<file path="src/rtl/decode_pkg.sv">
// Shared types and constants for the instruction-decode stage: control bundle,
// opcode and ALU-operation encodings, and a control-bundle constructor.
package decode_pkg;

    localparam int OPC_W = 4;

    typedef struct packed {
        logic       RegDst;
        logic       RegWrite;
        logic       ALUSrc1;
        logic       ALUSrc2;
        logic [2:0] ALUOp;
        logic       MemWrite;
        logic       MemToReg;
        logic       illegal;
    } ctrl_t;

    localparam logic [OPC_W-1:0] OP_LOAD  = 4'd0;
    localparam logic [OPC_W-1:0] OP_STORE = 4'd1;
    localparam logic [OPC_W-1:0] OP_2     = 4'd2;
    localparam logic [OPC_W-1:0] OP_3     = 4'd3;
    localparam logic [OPC_W-1:0] OP_4     = 4'd4;
    localparam logic [OPC_W-1:0] OP_5     = 4'd5;
    localparam logic [OPC_W-1:0] OP_6     = 4'd6;
    localparam logic [OPC_W-1:0] OP_7     = 4'd7;
    localparam logic [OPC_W-1:0] OP_8     = 4'd8;
    localparam logic [OPC_W-1:0] OP_9     = 4'd9;
    localparam logic [OPC_W-1:0] OP_10    = 4'd10;
    localparam logic [OPC_W-1:0] OP_11    = 4'd11;
    localparam logic [OPC_W-1:0] OP_12    = 4'd12;
    localparam logic [OPC_W-1:0] OP_13    = 4'd13;

    localparam logic [2:0] ALUOP_0 = 3'd0;
    localparam logic [2:0] ALUOP_1 = 3'd1;
    localparam logic [2:0] ALUOP_2 = 3'd2;
    localparam logic [2:0] ALUOP_3 = 3'd3;
    localparam logic [2:0] ALUOP_4 = 3'd4;
    localparam logic [2:0] ALUOP_5 = 3'd5;
    localparam logic [2:0] ALUOP_6 = 3'd6;
    localparam logic [2:0] ALUOP_7 = 3'd7;

    localparam ctrl_t CTRL_ZERO = '{RegDst: 1'b0, RegWrite: 1'b0, ALUSrc1: 1'b0, ALUSrc2: 1'b0,
                                    ALUOp: 3'd0, MemWrite: 1'b0, MemToReg: 1'b0, illegal: 1'b0};

    function automatic ctrl_t mk_ctrl(input logic rd, input logic rw, input logic a1,
                                      input logic a2, input logic [2:0] op,
                                      input logic mw, input logic mr);
        ctrl_t c;
        c.RegDst   = rd;
        c.RegWrite = rw;
        c.ALUSrc1  = a1;
        c.ALUSrc2  = a2;
        c.ALUOp    = op;
        c.MemWrite = mw;
        c.MemToReg = mr;
        c.illegal  = 1'b0;
        return c;
    endfunction

endpackage

</file>
<file path="src/rtl/decode_ctrl_rom.sv">
// Combinational opcode-to-control map. Unmapped opcodes yield an all-zero
// bundle with illegal set.
module decode_ctrl_rom
    import decode_pkg::*;
#(
    parameter int OP_W = 4
) (
    input  logic [OP_W-1:0] opcode,
    output ctrl_t           ctrl
);

    // opcode lookup
    always_comb begin
        ctrl = CTRL_ZERO;
        case (opcode)
            OP_W'(OP_LOAD):  ctrl = mk_ctrl(1'b0, 1'b1, 1'b0, 1'b1, ALUOP_0, 1'b0, 1'b1);
            OP_W'(OP_STORE): ctrl = mk_ctrl(1'b0, 1'b0, 1'b0, 1'b1, ALUOP_0, 1'b1, 1'b0);
            OP_W'(OP_2):     ctrl = mk_ctrl(1'b1, 1'b1, 1'b0, 1'b0, ALUOP_0, 1'b0, 1'b0);
            OP_W'(OP_3):     ctrl = mk_ctrl(1'b0, 1'b1, 1'b0, 1'b1, ALUOP_0, 1'b0, 1'b0);
            OP_W'(OP_4):     ctrl = mk_ctrl(1'b1, 1'b1, 1'b0, 1'b0, ALUOP_1, 1'b0, 1'b0);
            OP_W'(OP_5):     ctrl = mk_ctrl(1'b1, 1'b1, 1'b0, 1'b0, ALUOP_2, 1'b0, 1'b0);
            OP_W'(OP_6):     ctrl = mk_ctrl(1'b0, 1'b1, 1'b0, 1'b1, ALUOP_2, 1'b0, 1'b0);
            OP_W'(OP_7):     ctrl = mk_ctrl(1'b1, 1'b1, 1'b0, 1'b0, ALUOP_3, 1'b0, 1'b0);
            OP_W'(OP_8):     ctrl = mk_ctrl(1'b0, 1'b1, 1'b0, 1'b0, ALUOP_3, 1'b0, 1'b0);
            OP_W'(OP_9):     ctrl = mk_ctrl(1'b0, 1'b1, 1'b0, 1'b1, ALUOP_4, 1'b0, 1'b0);
            OP_W'(OP_10):    ctrl = mk_ctrl(1'b0, 1'b1, 1'b0, 1'b1, ALUOP_5, 1'b0, 1'b0);
            OP_W'(OP_11):    ctrl = mk_ctrl(1'b0, 1'b0, 1'b0, 1'b0, ALUOP_6, 1'b0, 1'b0);
            OP_W'(OP_12):    ctrl = mk_ctrl(1'b0, 1'b0, 1'b0, 1'b0, ALUOP_7, 1'b0, 1'b0);
            OP_W'(OP_13):    ctrl = mk_ctrl(1'b1, 1'b1, 1'b1, 1'b0, ALUOP_2, 1'b0, 1'b0);
            default: begin
                ctrl         = CTRL_ZERO;
                ctrl.illegal = 1'b1;
            end
        endcase
    end

endmodule

</file>
<file path="src/rtl/decode_stage.sv">
// Registered decode stage with valid/ready handshake. Define DECODE_HAZARD_EN
// to enable the load-use interlock (one bubble) and the saturating stall_count.
module decode_stage
    import decode_pkg::*;
#(
    parameter int INST_W     = 16,
    parameter int OP_W       = 4,
    parameter int REG_ADDR_W = 2,
    parameter int IMM_W      = 8,
    parameter int CNT_W      = 16
) (
    input  logic                  clk,
    input  logic                  rst,
    input  logic                  flush,
    input  logic                  in_valid,
    output logic                  in_ready,
    input  logic [INST_W-1:0]     instruction,
    output logic                  out_valid,
    input  logic                  out_ready,
    output logic [OP_W-1:0]       opcode,
    output logic [REG_ADDR_W-1:0] rs_addr,
    output logic [REG_ADDR_W-1:0] rt_addr,
    output logic [REG_ADDR_W-1:0] rd_addr,
    output logic [IMM_W-1:0]      immediate,
    output logic [REG_ADDR_W-1:0] dest_addr,
    output logic                  RegDst,
    output logic                  RegWrite,
    output logic                  ALUSrc1,
    output logic                  ALUSrc2,
    output logic                  MemWrite,
    output logic                  MemToReg,
    output logic [2:0]            ALUOp,
    output logic                  illegal,
    output logic [CNT_W-1:0]      stall_count
);

    logic [OP_W-1:0]       in_opcode_s;
    logic [REG_ADDR_W-1:0] in_rs_s;
    logic [REG_ADDR_W-1:0] in_rt_s;
    logic [REG_ADDR_W-1:0] in_rd_s;
    logic [IMM_W-1:0]      in_imm_s;
    ctrl_t                 in_ctrl_s;
    logic                  hazard_s;
    logic                  in_ready_s;
    logic                  take_s;

    logic                  valid_r;
    logic [OP_W-1:0]       opcode_r;
    logic [REG_ADDR_W-1:0] rs_r;
    logic [REG_ADDR_W-1:0] rt_r;
    logic [REG_ADDR_W-1:0] rd_r;
    logic [IMM_W-1:0]      imm_r;
    logic [REG_ADDR_W-1:0] dest_r;
    ctrl_t                 ctrl_r;
    logic [CNT_W-1:0]      stall_r;

    assign in_opcode_s = instruction[INST_W-1 -: OP_W];
    assign in_rs_s     = instruction[INST_W-OP_W-1 -: REG_ADDR_W];
    assign in_rt_s     = instruction[INST_W-OP_W-REG_ADDR_W-1 -: REG_ADDR_W];
    assign in_rd_s     = instruction[INST_W-OP_W-2*REG_ADDR_W-1 -: REG_ADDR_W];
    assign in_imm_s    = instruction[IMM_W-1:0];

    decode_ctrl_rom #(
        .OP_W (OP_W)
    ) u_ctrl_rom (
        .opcode (in_opcode_s),
        .ctrl   (in_ctrl_s)
    );

`ifdef DECODE_HAZARD_EN
    logic rs_used_s;
    logic rt_used_s;

    // load-use detection against the held bundle; illegal opcodes read nothing
    always_comb begin
        rs_used_s = ~in_ctrl_s.ALUSrc1 & ~in_ctrl_s.illegal;
        rt_used_s = (~in_ctrl_s.ALUSrc2 | in_ctrl_s.MemWrite) & ~in_ctrl_s.illegal;
        hazard_s  = in_valid & valid_r & ctrl_r.MemToReg &
                    ((rs_used_s & (dest_r == in_rs_s)) | (rt_used_s & (dest_r == in_rt_s)));
    end
`else
    // interlock compiled out
    always_comb begin
        hazard_s = 1'b0;
    end
`endif

    assign in_ready_s = (~valid_r | out_ready) & ~hazard_s;
    assign take_s     = in_valid & in_ready_s;

    // output register: reset beats flush beats transfer
    always_ff @(posedge clk) begin
        if (rst) begin
            valid_r  <= 1'b0;
            opcode_r <= {OP_W{1'b0}};
            rs_r     <= {REG_ADDR_W{1'b0}};
            rt_r     <= {REG_ADDR_W{1'b0}};
            rd_r     <= {REG_ADDR_W{1'b0}};
            imm_r    <= {IMM_W{1'b0}};
            dest_r   <= {REG_ADDR_W{1'b0}};
            ctrl_r   <= CTRL_ZERO;
        end else if (flush) begin
            valid_r <= 1'b0;
        end else if (take_s) begin
            valid_r  <= 1'b1;
            opcode_r <= in_opcode_s;
            rs_r     <= in_rs_s;
            rt_r     <= in_rt_s;
            rd_r     <= in_rd_s;
            imm_r    <= in_imm_s;
            dest_r   <= in_ctrl_s.RegDst ? in_rd_s : in_rt_s;
            ctrl_r   <= in_ctrl_s;
        end else if (out_ready) begin
            valid_r <= 1'b0;
        end else begin
            valid_r <= valid_r;
        end
    end

    // bubble counter: a hazard with out_ready drains the load, leaving one empty cycle
    always_ff @(posedge clk) begin
        if (rst) begin
            stall_r <= {CNT_W{1'b0}};
`ifdef DECODE_HAZARD_EN
        end else if (!flush && hazard_s && out_ready && (stall_r != {CNT_W{1'b1}})) begin
            stall_r <= stall_r + {{(CNT_W-1){1'b0}}, 1'b1};
`endif
        end else begin
            stall_r <= stall_r;
        end
    end

    assign in_ready    = in_ready_s;
    assign out_valid   = valid_r;
    assign opcode      = opcode_r;
    assign rs_addr     = rs_r;
    assign rt_addr     = rt_r;
    assign rd_addr     = rd_r;
    assign immediate   = imm_r;
    assign dest_addr   = dest_r;
    assign RegDst      = ctrl_r.RegDst;
    assign RegWrite    = ctrl_r.RegWrite;
    assign ALUSrc1     = ctrl_r.ALUSrc1;
    assign ALUSrc2     = ctrl_r.ALUSrc2;
    assign ALUOp       = ctrl_r.ALUOp;
    assign MemWrite    = ctrl_r.MemWrite;
    assign MemToReg    = ctrl_r.MemToReg;
    assign illegal     = ctrl_r.illegal;
    assign stall_count = stall_r;

endmodule

</file>
<file path="config.mk">
export PLATFORM = sky130hd
export DESIGN_NAME = decode_stage
export DESIGN_NICKNAME = d
export VERILOG_FILES = /design/src/rtl/decode_pkg.sv /design/src/rtl/decode_ctrl_rom.sv /design/src/rtl/decode_stage.sv
export SDC_FILE = /design/constraint.sdc
export NUM_CORES = 1
export LEC_CHECK = 0
export ABC_AREA = 1
export CAP_MARGIN = 20
export CORE_MARGIN = 2
export CORE_UTILIZATION = 40
export DETAILED_ROUTE_END_ITERATION = 16
export GPL_ROUTABILITY_DRIVEN = 0
export HOLD_SLACK_MARGIN = 0.12
export MAX_ROUTING_LAYER = met4
export PLACE_DENSITY = 0.82
export SLEW_MARGIN = 0
export SYNTH_ARGS = -nofsm -noshare
export SYNTH_HDL_FRONTEND = slang
export SYNTH_SLANG_ARGS = --single-unit
</file>
<file path="constraint.sdc">
create_clock -name clk -period 1.2 [get_ports clk]
set_input_delay 0.12 -clock clk [delete_from_list [all_inputs] [get_ports clk]]
set_output_delay 0.12 -clock clk [all_outputs]
set_load 0.02 [all_outputs]
</file>
==> out/metrics.yaml <==
setup-violations-final: 0
final_cell_area_mm2: 0.002068
antenna_cells: 0
grt_antenna_before_repair: 0
path_cells: "dlygate4sd2_1"
yosys_warnings: 0
hold_start: "instruction[12]"
clk_pin_slew_ps: 80
dpl-instance-area_mm2: 0.002007
synthesis.area_mm2: 0.001398
holdPathStages: 4
wire_per_inst_um: 10.84
vias: 1357
fin_nets: 276
wl_um: 3208
clk_latency_ps: 310
path_depth: 1
synth.distinct_cells: 24
drc_errors: 0
ff2ff_path_depth: 6
placed_cells: 286
worst_path_max_delay_cell: "dfxtp_1"
skew_ps: 4.998
critPathMaxStageDelay_ps: 350
worst-path-buf-inv: 1
boundaryPins: 69
synth_seq_cells: 29
rsz0062_at_grt: "false"
period_minus_slack_ps: 1117
worst-setup-path-type: "reg2out"
drtIter0Drc: 39
cp.arrival_ps: 1000
grt-ovfl-total: 0
die-area_mm2: 0.003983
p_per_area_mw_per_mm2: 1049
clock.fmax_mhz: 895.5
crit_family: "flip-flops"
status: "finished, final reports clean"
worstPathRequired_ps: 1080
die-width_um: 63.11
grt_pass1_vias: 1241
finalPower_mw: 2.169
min_to: "opcode[0]"
antenna_left: 0
hold_viol: 0
die_h_um: 63.11
final_max_slew_viol_count: 0
fillers: 335
num_rows: 21
multi_input_area_um2: 651.9
worst_r2r_endpoint: "RegWrite"
p_leak_nw: 1.058
holdCritPathClass: "in2reg"
synthCells: 177
cap_violations: 0
ys_seq_area_frac: 0.4154
path_max_fanout: 3
yosysTopAreaCell: "dfxtp_1"
register_area_um2: 581.8
syn_area_per_cell_um2: 7.896
core_area_mm2: 0.003337
layout_worst_path_cycle_share: 0.9306
hold_buffers: 0
synthTopCellsByArea: "dfxtp_1, buf_4, o21ai_0"
finalWorstSetupSlack_ps: 83.34
firstDrtPassIters: 4
portBuffers: 52
end_kind: "output pin"
vdd_drop_max_mv: 0.3911
drive_gt1_frac: 0.1800
dp_hpwl_um: 2420
grt_first_pass_wirelength_um: 5382
cts-root-buf: "clkbuf_4"
place_ws_ps: -375.5
cts.sinks: 29
r2r-start: "out_valid"
avgViaCountPerCell: 4.584
grt_max_degree: 22
fin_cells: 296
grt_usage: 0.1746
hold_ws_ps: 260.3
cts_tree: "done"
reg2reg_slack_ps: 90
start_util: 0.4188
cts_made_buffers: 5
cts.path.max_buffers: 2
startpoint_type: "flop"
synth_top_area_frac: 0.4154
areaGrowthSynthToFinish_pct: 47.99
cts_htree_levels: 2
==> cell usage after synthesis <==
cell type / number
a211oi_1: 1
a211oi_2: 1
a21oi_1: 14
a31oi_1: 2
buf_2: 3
buf_4: 20
buf_6: 4
conb_1: 1
dfxtp_1: 29
ha_1: 5
inv_1: 10
inv_2: 1
nand2_1: 20
nand2_2: 1
nand3_1: 8
nand4_1: 1
nor2_1: 26
nor2_4: 1
o211a_1: 2
o211ai_1: 1
o21ai_0: 23
o21ai_1: 1
or2_1: 1
or2_2: 1
==> registers in the layout, indices dropped and copies added (netlist names) <==
signal	cells
immediate	6
opcode	4
ALUOp	3
dest_addr	2
rd_addr	2
rs_addr	2
rt_addr	2
ALUSrc1	1
ALUSrc2	1
MemToReg	1
MemWrite	1
RegDst	1
RegWrite	1
illegal	1
out_valid	1
==> power by group <==
part / total [mW] / internal, mW / leakage, nW / switching, mW
registers: 1.05 / 1.02 / 0.239 / 0.0270
clock network: 0.580 / 0.276 / 0.0314 / 0.304
logic: 0.540 / 0.235 / 0.788 / 0.305
==> per-stage QoR <==
stage / utilization / setup TNS (ps)
after floorplan: - / 0
after global placement: 0.6014 / -6161
after detailed placement: 0.6014 / -7217
after CTS: 0.6108 / -4.888
after global routing: 0.6198 / 0
final: 0.6198 / 0
==> per-layer routing <==
| layer | vias to the layer above | wire [um] | GRT usage |
|---|---|---|---|
| met4 | 0 | 9 | 0.07500 |
| met5 | - | 0 | - |
| met3 | 2 | 220 | 0.06250 |
| met1 | 607 | 1409 | 0.1980 |
| li1 | 693 | - | - |
| met2 | 55 | 1569 | 0.2779 |
==> cell type report <==
class | instances | share of cell area
Tap cell | 46 | 0.02783
Sequential cell | 29 | 0.2813
Clock buffer | 7 | 0.02662
Multi-Input combinational cell | 126 | 0.3152
Timing Repair Buffer | 77 | 0.3291
Inverter | 11 | 0.01996
==> placed cells by master, fill, tap and decap left out, drive strengths merged <==
cell type / count
dlygate4sd2: 32
dfxtp: 29
nor2: 28
buf: 25
o21ai: 24
nand2: 21
clkdlybuf4s50: 17
conb: 16
a21oi: 14
inv: 11
nand3: 8
clkbuf: 8
ha: 5
o211a: 2
dlymetal6s2s: 2
or2: 2
a211oi: 2
a31oi: 2
o211ai: 1
nand4: 1
==> cells by family (layout without fill, tap and decap cells) <==
family / Yosys count / in the layout / synth area share
AOI/OAI and AO/OA: 45 / 45 / 0.1791
DFF: 29 / 29 / 0.4154
other: 1 / 16 / 0.002683
adders and majority gates: 5 / 5 / 0.04476
buffers and inverters: 38 / 95 / 0.1799
and+or+nand+nor: 59 / 60 / 0.1782
==> how the worst max path moves through the flow <==
stage                    startpoint      endpoint  slack (ps)
floorplan                 out_valid  dest_addr[0]           5
global placement    instruction[13]      ALUOp[2]        -320
detailed placement  instruction[13]      ALUOp[2]        -380
CTS                       out_valid      MemWrite          -5
global route             rd_addr[0]  immediate[6]         0.8
finish                   rd_addr[1]  immediate[7]          80
==> timing repair <==
action / CTS / global route
resized for setup: 36 / 9
pin swaps: 1 / 1
buffers inserted: 1 / 1
endpoints found under the setup margin: 40 / 17
hold endpoints to repair: 0 / 0
gates cloned: 1 / 0
Note: power is estimated with default switching activity, not from simulation.
